**src/rtl/fetch_pkg.sv**
```systemverilog
// Shared types and helpers for the instruction prefetch queue.
package fetch_pkg;

   typedef enum logic [1:0] {
      S_BOOT    = 2'd0,
      S_RUN     = 2'd1,
      S_DISCARD = 2'd2
   } fetch_state_t;

   typedef struct packed {
      logic [31:0] pc;
      logic [31:0] instr;
   } fetch_entry_t;

   localparam logic [31:0] PC_STEP = 32'd4;

   // Instruction fetches are always word aligned.
   function automatic logic [31:0] word_align(input logic [31:0] addr);
      return addr & 32'hFFFF_FFFC;
   endfunction

endpackage

```
**src/rtl/fetch_fifo.sv**
```systemverilog
// Small synchronous FIFO with flush. The head is read combinationally so a
// word pushed on one edge is visible immediately after that edge.
module fetch_fifo #(
   parameter int  DEPTH = 4,
   parameter type T     = logic [31:0]
) (
   input  logic                         clk,
   input  logic                         _reset,
   input  logic                         push,
   input  logic                         pop,
   input  logic                         flush,
   input  T                             din,
   output T                             head,
   output logic [$clog2(DEPTH+1)-1:0]   count
);

   localparam int PTR_W = $clog2(DEPTH);
   localparam int CNT_W = $clog2(DEPTH + 1);
   localparam logic [CNT_W-1:0] FULL_CNT = CNT_W'(DEPTH);

   T                 mem_reg [DEPTH];
   logic [PTR_W-1:0] wr_ptr_reg;
   logic [PTR_W-1:0] rd_ptr_reg;
   logic [CNT_W-1:0] count_reg;
   logic             do_pop;
   logic             do_push;

   // A pop frees a slot in the same cycle, so push+pop is legal even when full.
   assign do_pop  = pop & (count_reg != '0);
   assign do_push = push & ((count_reg != FULL_CNT) | do_pop);

   // Storage has no reset; consumers gate the head with count.
   always_ff @(posedge clk) begin
      if (do_push) begin
         mem_reg[wr_ptr_reg] <= din;
      end
   end

   // Pointer and occupancy update; flush behaves like reset.
   always_ff @(posedge clk) begin
      if (!_reset || flush) begin
         wr_ptr_reg <= '0;
         rd_ptr_reg <= '0;
         count_reg  <= '0;
      end else begin
         if (do_push) begin
            wr_ptr_reg <= wr_ptr_reg + PTR_W'(1);
         end
         if (do_pop) begin
            rd_ptr_reg <= rd_ptr_reg + PTR_W'(1);
         end
         count_reg <= count_reg + CNT_W'(do_push) - CNT_W'(do_pop);
      end
   end

   assign head  = mem_reg[rd_ptr_reg];
   assign count = count_reg;

endmodule

```
**src/rtl/fetch_queue.sv**
```systemverilog
// Instruction prefetch queue: issues sequential word fetches, pairs each
// returned word with its address, and flushes everything on a redirect.
module fetch_queue
   import fetch_pkg::*;
#(
   parameter int          DEPTH    = 4,
   parameter logic [31:0] RESET_PC = 32'h0000_0000
) (
   input  logic        clk,
   input  logic        _reset,
   input  logic        redirect_valid,
   input  logic [31:0] redirect_pc,
   output logic        imem_req_valid,
   input  logic        imem_req_ready,
   output logic [31:0] imem_req_addr,
   input  logic        imem_rsp_valid,
   input  logic [31:0] imem_rsp_data,
   output logic        out_valid,
   input  logic        out_ready,
   output logic [31:0] out_instr,
   output logic [31:0] out_pc,
   output logic [31:0] out_pc4
);

   localparam int CNT_W   = $clog2(DEPTH + 1);
   localparam int LIMIT_W = CNT_W + 1;
   localparam logic [LIMIT_W-1:0] DEPTH_LIMIT = LIMIT_W'(DEPTH);

   fetch_state_t     state_reg, state_next;
   logic [31:0]      fetch_pc_reg, fetch_pc_next;
   logic [CNT_W-1:0] outstanding_reg, outstanding_next;
   logic [CNT_W-1:0] discard_reg, discard_next;
   logic [CNT_W-1:0] entry_count;
   logic [CNT_W-1:0] addr_count;
   logic [31:0]      addr_head;
   fetch_entry_t     entry_head;
   fetch_entry_t     entry_din;
   logic [LIMIT_W-1:0] occupancy;
   logic             req_fire;
   logic             pop;
   logic             live_rsp;

   // Buffered words plus in-flight fetches bound how many more we may issue.
   assign occupancy      = {1'b0, entry_count} + {1'b0, outstanding_reg};
   assign imem_req_valid = (state_reg == S_RUN) && (occupancy < DEPTH_LIMIT) && !redirect_valid;
   assign imem_req_addr  = fetch_pc_reg;
   assign req_fire       = imem_req_valid & imem_req_ready;
   assign out_valid      = (entry_count != '0);
   assign pop            = out_valid & out_ready;
   // Only responses to the current fetch stream are kept.
   assign live_rsp       = imem_rsp_valid & (state_reg == S_RUN) & ~redirect_valid;
   assign entry_din      = '{pc: addr_head, instr: imem_rsp_data};

   assign out_instr = out_valid ? entry_head.instr : 32'd0;
   assign out_pc    = out_valid ? entry_head.pc : 32'd0;
   assign out_pc4   = out_valid ? (entry_head.pc + PC_STEP) : 32'd0;

   // Addresses of live in-flight fetches, oldest first.
   fetch_fifo #(.DEPTH(DEPTH), .T(logic [31:0])) u_addr_fifo (
      .clk    (clk),
      ._reset (_reset),
      .push   (req_fire),
      .pop    (live_rsp),
      .flush  (redirect_valid),
      .din    (fetch_pc_reg),
      .head   (addr_head),
      .count  (addr_count)
   );

   // Returned instructions waiting for the IF/ID register.
   fetch_fifo #(.DEPTH(DEPTH), .T(fetch_entry_t)) u_entry_fifo (
      .clk    (clk),
      ._reset (_reset),
      .push   (live_rsp),
      .pop    (pop),
      .flush  (redirect_valid),
      .din    (entry_din),
      .head   (entry_head),
      .count  (entry_count)
   );

   // Next-state logic; redirect overrides whatever the current state wants.
   always_comb begin
      state_next       = state_reg;
      fetch_pc_next    = fetch_pc_reg;
      discard_next     = discard_reg;
      // outstanding counts every fetch still owed a response, stale or live
      outstanding_next = outstanding_reg + CNT_W'(req_fire) - CNT_W'(imem_rsp_valid);
      if (redirect_valid) begin
         fetch_pc_next = word_align(redirect_pc);
         discard_next  = outstanding_next;
         state_next    = (outstanding_next != '0) ? S_DISCARD : S_RUN;
      end else begin
         case (state_reg)
            S_BOOT: begin
               state_next = S_RUN;
            end
            S_RUN: begin
               if (req_fire) begin
                  fetch_pc_next = fetch_pc_reg + PC_STEP;
               end
            end
            S_DISCARD: begin
               if (imem_rsp_valid) begin
                  discard_next = discard_reg - CNT_W'(1);
                  if (discard_reg == CNT_W'(1)) begin
                     state_next = S_RUN;
                  end
               end
            end
            default: begin
               state_next = S_BOOT;
            end
         endcase
      end
   end

   // State registers.
   always_ff @(posedge clk) begin
      if (!_reset) begin
         state_reg       <= S_BOOT;
         fetch_pc_reg    <= RESET_PC;
         outstanding_reg <= '0;
         discard_reg     <= '0;
      end else begin
         state_reg       <= state_next;
         fetch_pc_reg    <= fetch_pc_next;
         outstanding_reg <= outstanding_next;
         discard_reg     <= discard_next;
      end
   end

   // Memory must never answer a fetch that was not issued.
   a_rsp_has_owner: assert property (@(posedge clk) disable iff (!_reset)
      imem_rsp_valid |-> (outstanding_reg != '0));
   a_outstanding_bound: assert property (@(posedge clk) disable iff (!_reset)
      outstanding_reg <= CNT_W'(DEPTH));
   a_addr_tracking: assert property (@(posedge clk) disable iff (!_reset)
      (state_reg == S_RUN) |-> (addr_count == outstanding_reg));

endmodule
```
**config.mk**
```make
export PLATFORM = sky130hd
export DESIGN_NAME = fetch_queue
export DESIGN_NICKNAME = d
export VERILOG_FILES = /design/src/rtl/fetch_pkg.sv /design/src/rtl/fetch_fifo.sv /design/src/rtl/fetch_queue.sv
export SDC_FILE = /design/constraint.sdc
export NUM_CORES = 1
export LEC_CHECK = 0
export ABC_AREA = 1
export CORE_ASPECT_RATIO = 1.25
export CORE_MARGIN = 5
export CORE_UTILIZATION = 57
export DETAILED_ROUTE_END_ITERATION = 10
export PLACE_DENSITY_LB_ADDON = 0.1
export SYNTH_ARGS = -nofsm -noshare
export SYNTH_HDL_FRONTEND = slang
export SYNTH_SLANG_ARGS = --single-unit
```
**constraint.sdc**
```tcl
create_clock -name clk -period 6.7 [get_ports clk]
set_input_delay 1.34 -clock clk [delete_from_list [all_inputs] [get_ports clk]]
set_output_delay 1.34 -clock clk [all_outputs]
set_load 0.005 [all_outputs]
```
* Word-level counts from Yosys, hierarchy flattened *
Memories as Yosys holds them, arrays and structs flattened. A register that Yosys moved wholly into a read port is not among the register bits.
Cells that the tools add are included.
Widths: inputs -> output; s select.

operators by class
  add/sub/neg operators = 14
  order comparisons = 1
  eq/ne operators = 8
  muxes and demuxes = 22
  bitwise operators = 12
  reductions and logical operators = 18

operators with widths
  kind                   count
  $mux 32                6
  $add 32x3->32 const B  2
  $mux 2                 8
  $ne 3x3->1 const B     4
  $add 3x1->3            3
  $mux 3                 3
  $reduce_bool 3->1      3
  $sub 3x1->3            3
  $add 2x1->2 const B    4
  $and 1x1->1            8
  $reduce_bool 2->1      4
  $pmux 2 s3             1
  $reduce_and 2->1       3
  $add 3x3->4            1
  $lt 4x3->1 const B     1
  $mux 1                 4
  $eq 3x1->1 const B     1
  $reduce_and 3->1       1
  $sub 3x1->3 const B    1
  $eq 2x1->1 const B     1
  $eq 2x2->1 const B     1
  $logic_and 1x1->1      2
  $logic_not 1->1        2
  $logic_not 2->1        1
  other kinds (5)        7

storage, ports and cells
  register bits = 54
  memory bits (writable) = 384
  bits of input ports = 70
  output and inout bits = 130
  memories = 2

memory list
  name                  words  width  rd ports  clocked after memory_dff  wr ports  line              text
  u_entry_fifo.mem_reg  4      64     1         1                         1         fetch_fifo.sv:21  T mem_reg [DEPTH];
  u_addr_fifo.mem_reg   4      32     1         1                         1         fetch_fifo.sv:21

* Longest topological paths before layout *
Gate-level depths: netlist (run 1).

  word-level depth = 10
  mapped depth = 18
  mapped depth without buffers = 17

* By module *
Synthesis (run 1) repeated with hierarchy kept, for this count alone.

second synthesis, totals
  cells, all modules = 1,839
  area, all modules = 19,361.1 um^2

by module, submodules not included
  module                     times used  cells each  area each (um^2)
  fetch_fifo (u_entry_fifo)  1           691         9,997.1
  fetch_fifo (u_addr_fifo)   1           381         5,272.6
  fetch_queue                1           767         4,091.4

* Worst setup path after synthesis (run 1) *
No wires, ideal clock.

  path kind = in2reg
  start = input port redirect_valid
  end = memory u_entry_fifo.mem_reg[0][0] (netlist bit), enable pin
  library setup time = 0.482 ns
  data arrival time = 4.660 ns
  data required time = 6.218 ns
  setup slack = 1.558 ns
  cell stages on the path = 6
  buffers on the path = 1
  path through = clkbuf_1 > inv_2 > nand3_1 > a31oi_1 > inv_1 > nor2_1

on the way
  cells in the longest elaborated chain, start to end = 5

ends and longest elaborated chain
  item                          line               text
  start: declaration            fetch_queue.sv:11  input logic redirect_valid,
  $not 1->1                     fetch_queue.sv:51  assign live_rsp = imem_rsp_valid & (state_reg == S_RUN) & ~redirect_valid;
  $and 1x1->1                   fetch_queue.sv:51
  $and 1x1->1                   fetch_fifo.sv:30   assign do_push = push & ((count_reg != FULL_CNT) | do_pop);
  via u_entry_fifo.do_push      fetch_fifo.sv:26   logic do_push;
  $mux 1                        fetch_fifo.sv:34   if (do_push) begin
  $mux 1 (not written as such)  fetch_fifo.sv:35   mem_reg[wr_ptr_reg] <= din;
  end: declaration              fetch_fifo.sv:21

The timed path passes the listed nets, and every way through them passes these cells.

==> impl_results.md, run 1 <==
- Placer Congestion: between 0.9 and 1
- Worst path max stage delay: ~750 ps
- Antenna cells: 0
- Number of flip-flops in the largest register: between 200 and 250
- Layout cell share with drive strength beyond 1: under 10%
- Slew Viols, Final: 0
- Number of fill cells: between 2,000 and 3,000
- H-tree levels: 2
- Crit-path most repeated cell: nand2_1
- Met1 GRT Util: between 30% and 40%
- Leakage power: 8.370 nW
- Final ANT Viol Nets: 0
- Sink Count: 424
- Mapped Area: about 19,000 µm²
- Syn_area_per_cell: just under 10 µm²
- Footprint of the multi-input gates: 6145 µm²
- Die Wd: 174.2 µm
- Root buffer cell: clkbuf_16
- Kind of critical path: reg -> out
- Busiest grt layer: met2
- Area Growth Syn to Fin: 18.35%
- CP Data Arrival Time: roughly 4200 ps
- # nets final: between 2,000 and 2,500
- Max-Cap Viols: 0
- Tmin final: 5574 ps
- DR WL/cell: between 15 and 20 µm
- Top FF cell, synth: edfxtp_1
- Register area share after synthesis: 63.33%
- # IOs: 200
- Postcts setup bufs: 0
- Fmax: between 0.15 and 0.2 GHz
- Crit-path max FO: 93
- Psw: ~1.2 mW
- Worst skew pair latency: ~540 ps
- Int Power: 4.442 mW
- CP Capture Type: output pin
- Post-Route WL: 46.76 mm
- VDD IR max: 198.1 µV
- Post-synth top cells: nand2_1 (483), edfxtp_1 (368), nor2_1 (368)
- Post-synth ARST share: 0%
- GR Layer Usage met2: a little over two fifths
- Reg clk slew, reported paths: approximately 60 ps
- Reg power frac: 52.3%
- FP Rows: 75
- Cell Chain, Critical Path: inv_4 > nand2_1 > o211ai_1 > nand2_1 > ha_1 > inv_1 > nor2_2 > nand2_1 > inv_1 > nand2_2 > nor2_4 > nand2_1 > nand2_1 > nand2_1 > nor2_1 > clkdlybuf4s50_1
- Core Region: 33,410 µm²
- Relative slew margins: 37.04%
- Die Span Y: around 220 µm
- Syn Inst Count: ~2,000
- Sw Share: between 20% and 30%
- Synth top area share: a little under three fifths
- Combinational Power Share: ~7.4%
- DR pass1 iterations: 6
- Resized cells post-CTS: 0
- # port buffers: 191
- Setup violations, final: 0
- Largest area contributor in the netlist: edfxtp_1
- Dpl ws: 1618 ps
- Required time worst endpoint: between 5000 and 6000 ps
- Post-synthesis register bit count: about 420
- Final worst slack: around 1100 ps
- Largest net degree at the start of global routing: between 90 and 100
- Antenna violations before repair: 0
- Dpl hpwl: around 31 mm
- Number of synthesized flops with an enable pin: approximately 370
- Via Count: between 10,000 and 15,000
- Period utilization: between 80% and 90%
- GRT Overall Usage: between 20% and 30%
- First-pass GRT wire length: ~73 mm
- Clock Tree Buf Depth: 3
- Clock group share of total power: ~40%
- Status: finished clean
- Distinct cells, synth: 38
- PwrDens: roughly 250 nW/µm²
- Met3 Resource Use GR: around 3.4%
- Critical Path Source Type: flop
- Die area: 37,510 µm²
- Clk_skew: 12.13 ps
- Via-per-instance ratio: approximately 5.5
- Slew @ Worst Pin: between 900 and 1000 ps
- Reg area: between 10,000 and 15,000 µm²
- Setup TNS: 0 ps
- RSZ-0062 raised after global routing: false
- CTS Buf Count: 41
- Worst hold-check path type: reg -> reg
- Starting density of the core: a little under three fifths
- Vias in the first global route: around 14,000
- Top-count cell post-synth: nand2_1
- 1st-iter DRT viols: 1,136
- Synth warnings: 0
- Final Hold Fails: 0
- GRT overflow: 0
- Area contributors post-synth: edfxtp_1 (57%), nand2_1 (9.4%), nor2_1 (7.2%)
- CTS tree: yes
- Post-CTS Hold Fix Bufs: 0
- DRC viols: 0
- Crit-path slowest cell: dfxtp_4
==> layer usage <==
layer	share of wire (%)	up-vias
li1	-	7007
met1	41	6774
met2	50	503
met3	5.8	88
met4	2.9	0
met5	0	-
==> kinds of logic after synthesis <==
family	share of synthesized area, %
AO/OA/AOI/OAI	7.819
XOR/XNOR	1.003
adder cells (fa/ha/maj)	1.614
buffers and inverters	5.006
flip-flops	63.33
other	0.01951
AND/OR/NAND/NOR	21.21
==> worst paths after layout <==
path                              start              endpoint  slack (ps)  cells past startpoint
hold reg to reg          discard_reg[1]        discard_reg[1]         480                      2
hold / removal           discard_reg[1]        discard_reg[1]         480                      2
setup / recovery                   flop           out_pc4[30]        1130                     16
setup reg to reg  u_entry_fifo.count[2]  u_addr_fifo.count[2]        3050                     14
==> critical path, delay by kind of cell (launching register included) <==
kind / cells / cell delay, ps
DFF: 1 / 750
AOI/OAI and AO/OA: 1 / 100
buffers and inverters: 4 / 1300
and+or+nand+nor: 10 / 1290
adders and majority gates: 1 / 230
==> power by group through the flow <==
stage               Sequential [mW]  Combinational [mW]  Clock, mW
finish                         2.97               0.420       2.29
global route                   2.97               0.468       2.43
CTS                            2.97               0.423       2.32
detailed placement             3.02               0.421          0
global placement               3.02               0.413          0
floorplan                      3.01               0.221          0
==> cell type report <==
| cell class | count | area share [%] |
|---|---|---|
| sequential | 424 | 53.53 |
| multi-input combinational | 1345 | 27.01 |
| timing repair buffer | 209 | 9.054 |
| clock buffer | 55 | 5.110 |
| tap | 423 | 2.327 |
| inverter | 126 | 2.090 |
| clock inverter | 20 | 0.8691 |
==> metrics by stage <==
stage / power, mW / instances / cell area, µm² / util [%] / hold WS, ps
after floorplan: 3.227 / 1990 / 19240 / - / 443.3
after global placement: 3.432 / 2527 / 21390 / 64.02 / 455.5
after detailed placement: 3.443 / 2527 / 21390 / 64.02 / 464.3
after CTS: 5.712 / 2602 / 22750 / 68.09 / 474.0
after global routing: 5.871 / 2602 / 22750 / 68.09 / 513.8
final: 5.675 / 2602 / 22750 / 68.09 / 476.5
==> cells in the final DEF (no fill, tap or decap), types with 7 or more instances in the layout <==
cell             count
a21oi_1             72
a31oi_1              8
buf_4               17
clkbuf_16           42
clkdlybuf4s50_1    191
clkinv_2             7
dfxtp_1             54
edfxtp_1           368
ha_1                20
inv_1              118
nand2_1            483
nand3_1             96
nand4_1             12
nor2_1             360
nor2_2              18
nor3_1              17
nor3b_1              8
o211ai_1             7
o21ai_0            159
o22ai_1             30
xor2_1              18
Note: power is estimated with default switching activity, not from simulation.
==> inputs of run 2 (changes only) <==
--- a/config.mk
+++ b/config.mk
@@ -8,7 +8,7 @@
 export ABC_AREA = 1
 export CORE_ASPECT_RATIO = 1.25
 export CORE_MARGIN = 5
-export CORE_UTILIZATION = 57
+export CORE_UTILIZATION = 52
 export DETAILED_ROUTE_END_ITERATION = 10
 export PLACE_DENSITY_LB_ADDON = 0.1
 export SYNTH_ARGS = -nofsm -noshare
==> constraint.sdc (replaced) <==
create_clock -name clk -period 5 [get_ports clk]
set_input_delay 1 -clock clk [delete_from_list [all_inputs] [get_ports clk]]
set_output_delay 1 -clock clk [all_outputs]
set_load 0.005 [all_outputs]
==> run 2 against run 1 <==
Via count down 1.2%. Clock power up 32%. Critical path depth unchanged. Die area up 9.1%. Register-to-register slack worse by 1400 ps. Routed wire length up 1.7%. Global-route usage down 1.6 points. Utilization down 5.1 points.
==> impl_results.md, run 2 (same netlist as run 1, synthesis figures left out) <==
- Required time worst endpoint: roughly 4000 ps
- Kind of critical path: reg -> out
- Crit-path slowest cell: clkdlybuf4s50_1
- Clock Tree Buf Depth: 3
- PwrDens: 330.4 nW/µm²
- VDD IR max: 257.8 µV
- CP Data Arrival Time: approximately 3700 ps
- Via Count: 14,200
- Relative slew margins: 31.39%
- Clock group share of total power: between 30% and 40%
- Placer Congestion: approximately 0.9
- CTS tree: yes
- Area Growth Syn to Fin: 19.20%
- Die Span Y: 224.9 µm
- Number of flip-flops in the largest register: ~250
- Setup TNS: 0 ps
- Die area: approximately 41,000 µm²
- Clk_skew: about 16 ps
- # nets final: between 2,000 and 2,500
- Leakage power: 8.414 nW
- CP Capture Type: output pin
- DR pass1 iterations: 5
- Die Wd: 182.0 µm
- Int Power: roughly 5.9 mW
- # IOs: 200
- First-pass GRT wire length: approximately 74 mm
- Sink Count: 424
- Setup violations, final: 0
- # port buffers: roughly 190
- Reg power frac: about 53%
- Post-CTS Hold Fix Bufs: 0
- Largest net degree at the start of global routing: between 100 and 150
- Hold Worst Slack: 471.2 ps
- Root buffer cell: clkbuf_16
- DR WL/cell: roughly 18 µm
- FP Rows: 78
- GRT overflow: 0
- Reg clk slew, reported paths: 70 ps
- Dpl hpwl: about 31 mm
- Core Region: about 36,000 µm²
- Crit-path max FO: 47
- Commonest non-fill, non-tap cell in the layout: nand2_1
- Combinational Power Share: between 7 and 8%
- Critical Path Source Type: flop
- Slew Viols, Final: 0
- Postcts setup bufs: 0
- Max-Cap Viols: 0
- Post-Route WL: roughly 48 mm
- Final ANT Viol Nets: 0
- Status: finished clean
- Layout cell share with drive strength beyond 1: 5.855%
- Slew @ Worst Pin: a little over 1000 ps
- Fmax: about 0.21 GHz
- Crit-path most repeated cell: nand2_1
- Post-route core utilization: ~63%
- GRT Overall Usage: a little under a quarter
- Period utilization: between 90% and 100%
- Final Hold Fails: 0
- Antenna cells: 0
- Resized cells post-CTS: 0
- Worst skew pair latency: about 550 ps
- Worst hold-check path type: reg -> reg
- Worst path max stage delay: 510 ps
- Starting density of the core: between 50% and 60%
- Sw Share: between 20% and 30%
- Vias in the first global route: roughly 14,000
- 1st-iter DRT viols: 1,042
- RSZ-0062 raised after global routing: false
- Via-per-instance ratio: roughly 5.3
- CTS Buf Count: 42
- H-tree levels: 2
- Tmin final: roughly 4700 ps
- Most frequent cells in the layout: nand2_1 (483), edfxtp_1 (368), nor2_1 (360)
- Cell Chain, Critical Path: inv_4 > buf_4 > buf_4 > nand2_1 > nand2_1 > nand2_1 > nand2_1 > nand2_1 > nor2_1 > nand2_1 > nor2_1 > nand2_1 > nand2_1 > nand2_1 > nor2_1 > clkdlybuf4s50_1
- Total power: about 7.6 mW
- Psw: around 1.7 mW
- DRC viols: 0
- Antenna violations before repair: 0
[run 2: changes by cell type in the layout (fill, tap and decap cells not counted), sizes merged]
cell,delta
clkinvlp,-1
clkinv,+6
buf,+8
inv,+1
clkbuf,-7
[run 2: metrics by stage]
stage / worst slack (ps) / std cells / cell area (µm²)
2_1_floorplan: 197.5 / 1990 / 19240
3_3_place_gp: 753.9 / 2591 / 21580
3_5_place_dp: 706.0 / 2591 / 21580
4_1_cts: 206.9 / 2665 / 22900
5_1_grt: 52.67 / 2666 / 22910
6_report: 328.3 / 2666 / 22910
[run 2: final timing paths]
path / slack, ps / end / cells after the start / start
worst max-delay path: 330 / out_pc4[31] / 16 / flop
worst min register to register: 470 / discard_reg[1] / 2 / discard_reg[1]
worst min-delay path: 470 / discard_reg[1] / 2 / discard_reg[1]
worst max register to register: 1600 / state_reg[0] / 16 / u_entry_fifo.count[2]
[run 2: area by class of cell]
cell class / instances / area (µm²)
fill: 2984 / 13490
sequential: 424 / 12180
multi-input combinational: 1345 / 6145
timing repair buffer: 217 / 2198
clock buffer: 48 / 1095
tap: 480 / 600.6
inverter: 126 / 475.5
clock inverter: 26 / 220.2
[run 2: layer usage]
| layer | GRT usage [%] | routed length (µm) | vias up |
|---|---|---|---|
| met4 | 6.999 | 1236 | 0 |
| met1 | 29.23 | 19980 | 6690 |
| met2 | 40.23 | 24030 | 420 |
| met5 | 0 | 0 | - |
| li1 | - | - | 7014 |
| met3 | 3.261 | 2285 | 78 |
[run 2: critical path, delay by kind of cell, from the launching register on]
kind	cells	cell delay, ps
buffers and inverters	4	1670
DFF	1	420
and+or+nand+nor	12	990
[run 2: power groups by stage]
stage	clock [mW]	combinational, mW	sequential, mW
final	3.02	0.574	3.97
after CTS	3.08	0.578	3.97
after global routing	3.22	0.639	3.98
after floorplan	0	0.296	4.03
after global placement	0	0.564	4.05
after detailed placement	0	0.573	4.05
